**src/rtl/axis_addr_split_pkg.sv**
```systemverilog
// Shared types and derived-constant helpers for the AXI address splitter.
// Contents:
//   state_t      - splitter FSM states (IDLE, CALC, ADDR)
//   beat_bytes   - bytes per AXI beat for a given stream width and width ratio
//   beat_shift   - log2 of beat_bytes
//   bound_beats  - beats contained in one boundary window
//   rem_width    - width of the remaining-beats counter
//   out_width    - width of the outstanding-burst counter
package axis_addr_pkg;

  typedef enum logic [1:0] {
    ST_IDLE = 2'd0,
    ST_CALC = 2'd1,
    ST_ADDR = 2'd2
  } state_t;

  function automatic int unsigned beat_bytes(input int unsigned dw, input int unsigned ratio);
    return (dw * ratio) / 8;
  endfunction

  function automatic int unsigned beat_shift(input int unsigned dw, input int unsigned ratio);
    return $clog2(beat_bytes(dw, ratio));
  endfunction

  function automatic int unsigned bound_beats(input int unsigned boundary,
                                              input int unsigned dw,
                                              input int unsigned ratio);
    return boundary / beat_bytes(dw, ratio);
  endfunction

  // One extra bit so the beat count of a maximum-length transfer still fits.
  function automatic int unsigned rem_width(input int unsigned dw, input int unsigned ratio);
    return dw - $clog2(ratio) + 1;
  endfunction

  function automatic int unsigned out_width(input int unsigned max_out);
    return $clog2(max_out + 1);
  endfunction

endpackage

```
**src/rtl/axis_addr_split_if.sv**
```systemverilog
// Config + AXI address-channel bundle for axis_addr_split.
// Signals:
//   cfg_address/cfg_length/cfg_val/cfg_rdy  - config transfer handshake
//   axi_aaddr/axi_alen/axi_avalid/axi_aready - AXI AR/AW address channel
//   axi_done                                 - one-cycle completion pulse per burst
//   outstanding                              - bursts issued but not completed
// Modports: master = the splitter, slave = config source / AXI side.
interface axis_addr_split_if
  import axis_addr_pkg::*;
#(
  parameter int unsigned CFG_DWIDTH      = 32,
  parameter int unsigned AXI_LEN_WIDTH   = 8,
  parameter int unsigned AXI_ADDR_WIDTH  = 32,
  parameter int unsigned MAX_OUTSTANDING = 4
) ();

  localparam int unsigned OUT_W = out_width(MAX_OUTSTANDING);

  logic [CFG_DWIDTH-1:0]     cfg_address;
  logic [CFG_DWIDTH-1:0]     cfg_length;
  logic                      cfg_val;
  logic                      cfg_rdy;
  logic                      axi_aready;
  logic [AXI_ADDR_WIDTH-1:0] axi_aaddr;
  logic [AXI_LEN_WIDTH-1:0]  axi_alen;
  logic                      axi_avalid;
  logic                      axi_done;
  logic [OUT_W-1:0]          outstanding;

  modport master (
    input  cfg_address, cfg_length, cfg_val, axi_aready, axi_done,
    output cfg_rdy, axi_aaddr, axi_alen, axi_avalid, outstanding
  );

  modport slave (
    output cfg_address, cfg_length, cfg_val, axi_aready, axi_done,
    input  cfg_rdy, axi_aaddr, axi_alen, axi_avalid, outstanding
  );

endinterface

```
**src/rtl/axis_addr_split_burst_calc.sv**
```systemverilog
// Combinational burst sizer: beats = min(remaining, MAX_BURST, beats left
// before the next BOUNDARY multiple).
// Ports:
//   i_remaining - beats still to issue for the current transfer
//   i_beat_idx  - beat index of the burst start within its boundary window
//   o_beats     - beats for the next burst
module axis_addr_burst_calc #(
  parameter int unsigned REM_W       = 29,
  parameter int unsigned IDX_W       = 6,
  parameter int unsigned MAX_BURST   = 256,
  parameter int unsigned BOUND_BEATS = 64
) (
  input  logic [REM_W-1:0] i_remaining,
  input  logic [IDX_W-1:0] i_beat_idx,
  output logic [REM_W-1:0] o_beats
);

  logic [REM_W-1:0] w_to_bound;
  logic [REM_W-1:0] w_lim;

  assign w_to_bound = REM_W'(BOUND_BEATS) - REM_W'(i_beat_idx);

  always_comb begin
    w_lim = i_remaining;
    if (w_lim > REM_W'(MAX_BURST)) w_lim = REM_W'(MAX_BURST);
    o_beats = w_lim;
    if (o_beats > w_to_bound) o_beats = w_to_bound;
  end

endmodule

```
**src/rtl/axis_addr_split.sv**
```systemverilog
// Splits one {byte address, word length} config transfer into AXI address
// bursts limited by MAX_BURST, the BOUNDARY window and a credit limit of
// MAX_OUTSTANDING bursts awaiting completion.
// Ports:
//   clk  - clock
//   rst  - synchronous active-low reset
//   bus  - axis_addr_split_if.master (config in, AXI address channel out,
//          completion pulse in, outstanding count out)
module axis_addr_split
  import axis_addr_pkg::*;
#(
  parameter int unsigned CFG_DWIDTH      = 32,
  parameter int unsigned WIDTH_RATIO     = 16,
  parameter int unsigned CONVERT_SHIFT   = $clog2(WIDTH_RATIO),
  parameter int unsigned AXI_LEN_WIDTH   = 8,
  parameter int unsigned AXI_ADDR_WIDTH  = 32,
  parameter int unsigned MAX_BURST       = 256,
  parameter int unsigned BOUNDARY        = 4096,
  parameter int unsigned MAX_OUTSTANDING = 4
) (
  input logic              clk,
  input logic              rst,
  axis_addr_split_if.master bus
);

  localparam int unsigned BEAT_BYTES  = beat_bytes(CFG_DWIDTH, WIDTH_RATIO);
  localparam int unsigned BEAT_SHIFT  = beat_shift(CFG_DWIDTH, WIDTH_RATIO);
  localparam int unsigned BOUND_BEATS = bound_beats(BOUNDARY, CFG_DWIDTH, WIDTH_RATIO);
  localparam int unsigned BOUND_SHIFT = $clog2(BOUNDARY);
  localparam int unsigned REM_W       = CFG_DWIDTH - CONVERT_SHIFT + 1;
  localparam int unsigned OUT_W       = out_width(MAX_OUTSTANDING);
  localparam int unsigned SUM_W       = CFG_DWIDTH + 1;
  localparam int unsigned AW          = AXI_ADDR_WIDTH;
  localparam int unsigned LW          = AXI_LEN_WIDTH;

  state_t            r_state;
  state_t            w_next;
  logic [AW-1:0]     r_addr;
  logic [REM_W-1:0]  r_remaining;
  logic [REM_W-1:0]  r_beats;
  logic [AW-1:0]     r_aaddr;
  logic [LW-1:0]     r_alen;
  logic [OUT_W-1:0]  r_outstanding;

  logic [SUM_W-1:0]  w_len_round;
  logic [REM_W-1:0]  w_total;
  logic [AW-1:0]     w_cfg_addr;
  logic [REM_W-1:0]  w_beats;
  logic              w_addr_hs;
  logic              w_done_eff;
  logic              w_credit;
  logic              w_last;
  logic              w_cfg_rdy;
  logic              w_avalid;

  // Round up to whole beats; computed one bit wider so max length cannot wrap.
  assign w_len_round = {1'b0, bus.cfg_length} + SUM_W'(WIDTH_RATIO - 1);
  assign w_total     = REM_W'(w_len_round >> CONVERT_SHIFT);
  assign w_cfg_addr  = AW'(bus.cfg_address) & ~AW'(BEAT_BYTES - 1);

  axis_addr_burst_calc #(
    .REM_W       (REM_W),
    .IDX_W       (BOUND_SHIFT - BEAT_SHIFT),
    .MAX_BURST   (MAX_BURST),
    .BOUND_BEATS (BOUND_BEATS)
  ) u_calc (
    .i_remaining (r_remaining),
    .i_beat_idx  (r_addr[BOUND_SHIFT-1:BEAT_SHIFT]),
    .o_beats     (w_beats)
  );

  assign w_addr_hs  = (r_state == ST_ADDR) && bus.axi_aready;
  // Completion at zero is spurious and ignored so the counter cannot underflow.
  assign w_done_eff = bus.axi_done && (r_outstanding != '0);
  // A completion in the same cycle frees a slot immediately.
  assign w_credit   = (r_outstanding < OUT_W'(MAX_OUTSTANDING)) || w_done_eff;
  assign w_last     = (r_remaining == r_beats);

  always_comb begin
    w_next    = r_state;
    w_cfg_rdy = 1'b0;
    w_avalid  = 1'b0;
    case (r_state)
      ST_IDLE: begin
        w_cfg_rdy = 1'b1;
        if (bus.cfg_val && (w_total != '0)) w_next = ST_CALC;
      end
      ST_CALC: begin
        if (w_credit) w_next = ST_ADDR;
      end
      ST_ADDR: begin
        w_avalid = 1'b1;
        if (bus.axi_aready) w_next = w_last ? ST_IDLE : ST_CALC;
      end
      default: w_next = ST_IDLE;
    endcase
  end

  always_ff @(posedge clk) begin
    if (!rst) begin
      r_state       <= ST_IDLE;
      r_addr        <= '0;
      r_remaining   <= '0;
      r_beats       <= '0;
      r_aaddr       <= '0;
      r_alen        <= '0;
      r_outstanding <= '0;
    end else begin
      r_state <= w_next;
      case (r_state)
        ST_IDLE: begin
          if (bus.cfg_val) begin
            r_addr      <= w_cfg_addr;
            r_remaining <= w_total;
          end
        end
        ST_CALC: begin
          r_aaddr <= r_addr;
          r_alen  <= LW'(w_beats - REM_W'(1));
          r_beats <= w_beats;
        end
        ST_ADDR: begin
          if (bus.axi_aready) begin
            r_addr      <= r_addr + (AW'(r_beats) << BEAT_SHIFT);
            r_remaining <= r_remaining - r_beats;
          end
        end
        default: ;
      endcase
      if (w_addr_hs && !w_done_eff)
        r_outstanding <= r_outstanding + OUT_W'(1);
      else if (!w_addr_hs && w_done_eff)
        r_outstanding <= r_outstanding - OUT_W'(1);
    end
  end

  assign bus.cfg_rdy     = w_cfg_rdy;
  assign bus.axi_avalid  = w_avalid;
  assign bus.axi_aaddr   = r_aaddr;
  assign bus.axi_alen    = r_alen;
  assign bus.outstanding = r_outstanding;

endmodule

```
**src/flat_wrapper.sv**
```systemverilog
// flat-port wrapper written by rule: the top's interface ports become plain ports
module axis_addr_split_flat import axis_addr_pkg::*;
#(
  parameter int unsigned CFG_DWIDTH      = 32,
  parameter int unsigned WIDTH_RATIO     = 16,
  parameter int unsigned CONVERT_SHIFT   = $clog2(WIDTH_RATIO),
  parameter int unsigned AXI_LEN_WIDTH   = 8,
  parameter int unsigned AXI_ADDR_WIDTH  = 32,
  parameter int unsigned MAX_BURST       = 256,
  parameter int unsigned BOUNDARY        = 4096,
  parameter int unsigned MAX_OUTSTANDING = 4
)
  (clk, rst, bus_cfg_address, bus_cfg_length, bus_cfg_val, bus_axi_aready, bus_axi_done, bus_cfg_rdy, bus_axi_aaddr, bus_axi_alen, bus_axi_avalid, bus_outstanding);
  axis_addr_split_if #(.CFG_DWIDTH(CFG_DWIDTH), .AXI_LEN_WIDTH(AXI_LEN_WIDTH), .AXI_ADDR_WIDTH(AXI_ADDR_WIDTH), .MAX_OUTSTANDING(MAX_OUTSTANDING)) bus_i ();
  input logic clk;
  input logic rst;
  input wire logic [$bits(bus_i.cfg_address)-1:0] bus_cfg_address;
  input wire logic [$bits(bus_i.cfg_length)-1:0] bus_cfg_length;
  input wire logic [$bits(bus_i.cfg_val)-1:0] bus_cfg_val;
  input wire logic [$bits(bus_i.axi_aready)-1:0] bus_axi_aready;
  input wire logic [$bits(bus_i.axi_done)-1:0] bus_axi_done;
  output wire logic [$bits(bus_i.cfg_rdy)-1:0] bus_cfg_rdy;
  output wire logic [$bits(bus_i.axi_aaddr)-1:0] bus_axi_aaddr;
  output wire logic [$bits(bus_i.axi_alen)-1:0] bus_axi_alen;
  output wire logic [$bits(bus_i.axi_avalid)-1:0] bus_axi_avalid;
  output wire logic [$bits(bus_i.outstanding)-1:0] bus_outstanding;
  assign bus_i.cfg_address = bus_cfg_address;
  assign bus_i.cfg_length = bus_cfg_length;
  assign bus_i.cfg_val = bus_cfg_val;
  assign bus_i.axi_aready = bus_axi_aready;
  assign bus_i.axi_done = bus_axi_done;
  assign bus_cfg_rdy = bus_i.cfg_rdy;
  assign bus_axi_aaddr = bus_i.axi_aaddr;
  assign bus_axi_alen = bus_i.axi_alen;
  assign bus_axi_avalid = bus_i.axi_avalid;
  assign bus_outstanding = bus_i.outstanding;
  axis_addr_split #(.CFG_DWIDTH(CFG_DWIDTH), .WIDTH_RATIO(WIDTH_RATIO), .CONVERT_SHIFT(CONVERT_SHIFT), .AXI_LEN_WIDTH(AXI_LEN_WIDTH), .AXI_ADDR_WIDTH(AXI_ADDR_WIDTH), .MAX_BURST(MAX_BURST), .BOUNDARY(BOUNDARY), .MAX_OUTSTANDING(MAX_OUTSTANDING)) u_core (.clk(clk), .rst(rst), .bus(bus_i));
endmodule
```
**config.mk**
```make
export PLATFORM = sky130hd
export DESIGN_NAME = axis_addr_split_flat
export DESIGN_NICKNAME = d
export VERILOG_FILES = /design/src/rtl/axis_addr_split_pkg.sv /design/src/rtl/axis_addr_split_if.sv /design/src/rtl/axis_addr_split_burst_calc.sv /design/src/rtl/axis_addr_split.sv /design/src/flat_wrapper.sv
export SDC_FILE = /design/constraint.sdc
export NUM_CORES = 1
export LEC_CHECK = 0
export ABC_AREA = 1
export CAP_MARGIN = 40
export CORE_ASPECT_RATIO = 1.75
export CORE_MARGIN = 4
export CORE_UTILIZATION = 52
export DETAILED_ROUTE_END_ITERATION = 10
export GPL_TIMING_DRIVEN = 0
export PLACE_DENSITY_LB_ADDON = 0.3
export SLEW_MARGIN = 20
export SYNTH_ARGS = -nofsm -noshare
export SYNTH_HDL_FRONTEND = slang
export SYNTH_SLANG_ARGS = --single-unit
```
**constraint.sdc**
```tcl
create_clock -name clk -period 3.1 [get_ports clk]
set_clock_uncertainty 0.15 [all_clocks]
set_input_delay 0.62 -clock clk [delete_from_list [all_inputs] [get_ports clk]]
set_output_delay 0.62 -clock clk [all_outputs]
set_load 0.02 [all_outputs]
```
* Word level (Yosys, flattened, before mapping)
Index checks and enable logic that the tools add are counted.
** Word-level totals
- Bits in registers :: 135
- Latch bits :: 0
- Bits in writable memories :: 0
- ROM bits :: 0
- Bits of input ports :: 69
- Output and inout bits :: 45
- Logic and storage cells :: 56
- Memories :: 0
** Operators by class
- Add/sub/neg operators :: 7
- Multiply operators :: 0
- Divide/modulo/power cells :: 0
- Order comparisons :: 3
- Equal/unequal tests :: 7
- Shift operators :: 0
- Muxes and demuxes :: 17
- Bitwise operators :: 0
- Reductions and logical operators :: 15
** Operators with widths (number)
- $mux 29 :: 4
- $mux 32 :: 2
- $pmux 32 s2 :: 1
- $pmux 29 s2 :: 1
- $add 32x4->33 const B :: 1
- $add 32x32->32 :: 1
- $eq 29x29->1 :: 1
- $gt 29x29->1 :: 1
- $gt 29x9->1 const B :: 1
- $reduce_bool 29->1 :: 1
- $sub 29x29->29 :: 1
- $sub 7x6->8 const A :: 1
- $sub 8x1->8 const B :: 1
- $mux 2 :: 3
- $mux 3 :: 2
- $pmux 2 s3 :: 1
- $reduce_and 3->1 :: 2
- $logic_and 1x1->1 :: 5
- $ne 2x1->1 const B :: 2
- $ne 2x2->1 const B :: 2
- $reduce_bool 2->1 :: 2
- $add 3x1->3 const B :: 1
- $lt 3x3->1 const B :: 1
- $mux 1 :: 3
- 7 further kinds :: 8

* Longest topological paths before layout
- Word-level depth :: 6
- Gate-level depth with buffers :: 23
- Gate-level depth less buffers :: 22

* By module
A second synthesis with hierarchy kept.
** Unflattened totals
- Cells, all modules :: 1582
- Area, all modules :: 9857.0 um^2
** By module, submodules not included
- axis_addr_split :: instances 1, cells each 1437, area each 9042.4 um^2, sequential area each 2462.4 um^2
- axis_addr_burst_calc :: instances 1, cells each 145, area each 814.5 um^2, sequential area each 0.0 um^2

* Worst setup path after synthesis
Ideal clock, no wire load.
- Kind :: register -> register
- Start point :: reg u_core.r_remaining[12]
- End point :: reg u_core.r_alen[2] (netlist: u_core.bus.axi_alen[2])
- Setup time :: 115 ps
- Data arrival time :: 2756 ps
- Required time :: 2835 ps
- Setup slack :: 79 ps
- Stages on the path, launching flop included :: 21
- Buffers on the path :: 1
- Period minus slack after synthesis :: 3021 ps
- Cell sequence :: dfxtp_1 -> nor4_2 -> nand3_1 -> nand2_1 -> nand2_1 -> nor2_1 -> ha_1 -> a21oi_1 -> o21ai_1 -> o21bai_1 -> nand2_1 -> nand2_1 -> nand2_4 -> buf_6 -> nand2_1 -> o21ai_1 -> ha_1 -> nand2_1 -> nand2_1 -> o21ai_0 -> inv_1
** On the way
- Longest elaborated chain between the ends :: 5
** RTL lines
- start, declared :: line axis_addr_split.sv:39 : logic [REM_W-1:0] r_remaining;
- start signal, assigned :: line axis_addr_split.sv:114 : r_remaining <= w_total;
- start signal, assigned :: line axis_addr_split.sv:125 : r_remaining <= r_remaining - r_beats;
- $gt 29x9->1 :: line axis_addr_split_burst_calc.sv:25 : if (w_lim > REM_W'(MAX_BURST)) w_lim = REM_W'(MAX_BURST);
- $mux 29 (*) :: line axis_addr_split_burst_calc.sv:25
- $gt 29x29->1 :: line axis_addr_split_burst_calc.sv:27 : if (o_beats > w_to_bound) o_beats = w_to_bound;
- $mux 29 (*) :: line axis_addr_split_burst_calc.sv:27
- $sub 8x1->8 (*) :: line axis_addr_split.sv:119 : r_alen <= LW'(w_beats - REM_W'(1));
- end signal, assigned :: line axis_addr_split.sv:119
- end, declared :: line axis_addr_split.sv:42 : logic [LW-1:0] r_alen;
Mark *: on every way between the ends. The rest lies on a longest branch, timed or not.
A chain may end at the register's enable or synchronous reset.

* Worst setup path after layout
- Start point :: reg u_core.r_remaining[14]
- End point :: reg u_core.r_alen[4] (netlist: u_core.bus.axi_alen[4])
Same word-level chain as after synthesis.

==> out/metrics.cfg <==
[status]
outcome = finished with violations
failed_checks = negative setup slack

[logic_synthesis]
syn-cell-area_um2 = 9490
synth-edff-count = 0
ys_ff_latch = 123
yosysUniqueCellTypes = 53
synth_ff_type = dfxtp_1
synth_warnings = 0
ys_async_sr_fraction_pct = 0
yosysSeqAreaShare_pct = 25.9
avgSynthCellArea_um2 = 6.29
synthCells = 1509

[placed_design]
place_ws_ps = -743
hpwl_mm = 30.6
gp_congestion = 1.08
place_area_um2 = 10800
io_buffers = 101

[cts]
cts.clk_slew.worst_paths_ps = 60
clockRootBuffer = clkbuf_16
clock_latency_ps = 440
htree_levels = 4
clockBufferDepth = 2
cts_tree = built
clock-sinks = 123
cts_buffers = 17

[global_route]
antenna_found_initial = 0
grt-ovfl-total = 0
grt_pass1_wl_mm = 58.3
grt_usage_pct = 37.9
grt_pass1_vias = 10900
grt_max_degree = 17

[power]
cellPowerDensity_nw_per_um2 = 619
total_power_uw = 7400
peakVddDrop_mv = 0.386
leakage_uw = 0.00531

[die]
dieWidth_um = 110
start_util_pct = 52.8
dieArea_um2 = 20600
dieHeight_um = 187
rows = 65
io_pins = 114
coreArea_um2 = 18000

[finish]
utilization_pct = 66.6
layout.nets = 1789
area_delta_synth_final_pct = 26.1
diodes = 0
drive_gt1_share_pct = 9.73
design_area_um2 = 12000
fillers = 1644
final_cell_mix = nand2_1, nor2_1, inv_1
final_common_cell = nand2_1

[min_path]
hold_path_depth = 2
min_from = u_core.r_beats[28]
min_to = u_core.r_beats[28]
worst_hold_path_type = flip-flop to flip-flop

[critical_path]
r2r_start = u_core.r_remaining[14]
crit_path_start_kind = flip-flop
r2r_cells = 20
arrival_ps = 3720
regToRegSetupSlack_ps = -390
cp-end-kind = flip-flop
crit_required_ps = 3330
r2r-end = u_core.bus.axi_alen[4]
crit_path_max_fanout = 7
critPathKind = flip-flop to flip-flop

[drt]
drtIter0Drc = 1079
wl_per_cell_um = 20.9
vias_per_cell = 5.87
routed_wl_mm = 39.7
via_count = 11200
drt-pass1-iter-count = 6
drc = 0
postRouteAntennaNets = 0

[sta]
worst-slew-pin-transition_ps = 935
finalHoldViolations = 0
slew-limit-headroom_pct = 37.7
finalWorstSetupSlack_ps = -393
min_period_over_period_pct = 113
rsz0062_at_grt = true
finalSetupViolCount = 12
fmax_mhz = 286
finalMaxSlewViolations = 0
min_period_ps = 3490

[flow_run]
max-cap-violations = 0

-- worst max-delay path: stages, from the launching register on --
cell and delay, ps:
dfxtp_1 360, nor2_4 120, nand3_4 130, nor4_4 420, nand2_8 160, nor2_4 180
ha_4 230, a21oi_2 120, o21ai_1 70, o21bai_1 140, nand2_1 100, nand2_2 110
nand2_4 120, buf_8 180, nand2_4 70, o21ai_4 90, ha_4 190, nand2_4 100
nor2_2 50, a21oi_1 180, and2_1 160
-- flip-flops by register name, indices dropped and copies added (netlist names) --
| signal | count |
|---|---|
| u_core.r_addr | 26 |
| u_core.bus.axi_alen | 8 |
| u_core.r_beats | 29 |
| u_core.r_remaining | 29 |
| u_core.bus.outstanding | 3 |
| u_core.r_state | 2 |
| u_core.bus.axi_aaddr | 26 |
-- Yosys cell counts, types with 2 or more instances --
library cell / n / area [um^2]
nor2_4: 2 / 22.5
nor3_1: 43 / 215
buf_4: 6 / 45.0
a21o_1: 10 / 75.1
nand2_1: 337 / 1260
clkbuf_1: 39 / 146
nor2_2: 6 / 37.5
ha_1: 63 / 788
nand2_4: 2 / 22.5
nand3b_1: 11 / 82.6
nand2_2: 2 / 12.5
a21oi_2: 3 / 26.3
o21ai_1: 10 / 50.1
buf_1: 2 / 7.51
o211ai_1: 17 / 128
xnor2_1: 6 / 52.6
inv_1: 171 / 642
a221oi_1: 4 / 35.0
a21oi_1: 121 / 606
o21bai_1: 18 / 135
nand4_1: 16 / 100
xor2_1: 18 / 158
nor2_1: 206 / 773
a21boi_0: 2 / 15.0
o21ai_0: 114 / 571
and2_1: 3 / 18.8
buf_2: 4 / 20.0
nor4_1: 4 / 25.0
dfxtp_1: 123 / 2460
a211oi_1: 7 / 52.6
o21ai_2: 5 / 43.8
nand3_1: 75 / 375
a31oi_1: 21 / 131
o31ai_1: 2 / 15.0
fa_1: 3 / 60.1
o21ai_4: 2 / 32.5
inv_2: 4 / 15.0
or2_2: 12 / 75.1
-- metrics by stage --
step | std cells | setup TNS, ps | hold slack [ps]
floorplan | 1514 | 0 | 280
global placement | 1849 | -6620 | 290
detailed placement | 1849 | -7070 | 296
CTS | 1890 | -432 | 305
global route | 1899 | -3100 | 333
finish | 1899 | -2280 | 303
-- power breakdown --
part	switching (uW)	internal (uW)	total (uW)
registers	219	1800	2020
logic	2180	1210	3390
clock network	753	1230	1990
total	3150	4250	7400
-- worst max-delay path by stage --
stage | start | to | slack [ps] | cells after the start
floorplan | u_core.r_remaining[12] | u_core.bus.axi_alen[2] | 80 | 20
CTS | u_core.r_remaining[11] | u_core.bus.axi_alen[4] | -100 | 20
global route | u_core.r_remaining[13] | u_core.bus.axi_alen[4] | -430 | 20
global placement | u_core.r_remaining[12] | u_core.bus.axi_alen[2] | -730 | 20
detailed placement | u_core.r_remaining[12] | u_core.bus.axi_alen[2] | -740 | 20
finish | u_core.r_remaining[14] | u_core.bus.axi_alen[4] | -390 | 20
-- area by class of cell --
cell class              instances  area [um^2]  area share, %
clock buffers                  23          478           3.99
inverters                     175          657           5.49
repair buffers                121         1190           9.98
plain buffers                  52          248           2.07
multi-input cells            1164         6530           54.6
well taps                     234          293           2.45
flip-flops and latches        123         2480           20.7
clock inverters                 7         91.3          0.763
-- logic make-up after synthesis --
| group | share of synthesized area (%) |
|---|---|
| simple gates | 32.8 |
| fa+ha+maj | 8.94 |
| compound gates | 20.6 |
| buf+inv | 9.34 |
| flops | 25.9 |
| xor+xnor | 2.39 |
| other cells | 0.0395 |
-- metal layers --
layer | vias to the layer above | global-route usage (%) | share of wire, %
met5 | - | 0 | 0
met4 | 0 | 33.8 | 11
met2 | 555 | 67.5 | 51
li1 | 5316 | - | -
met3 | 233 | 5.95 | 6.1
met1 | 5052 | 35.7 | 32
-- what timing repair did --
action                                  4_1_cts  5_1_grt
gates cloned                                  1        0
pin swaps                                    19       26
resized for setup                            62       42
endpoints found under the setup margin       16       17
setup buffers                                10        9
hold buffers                                  0        0
Note: power is estimated with default switching activity, not from simulation.
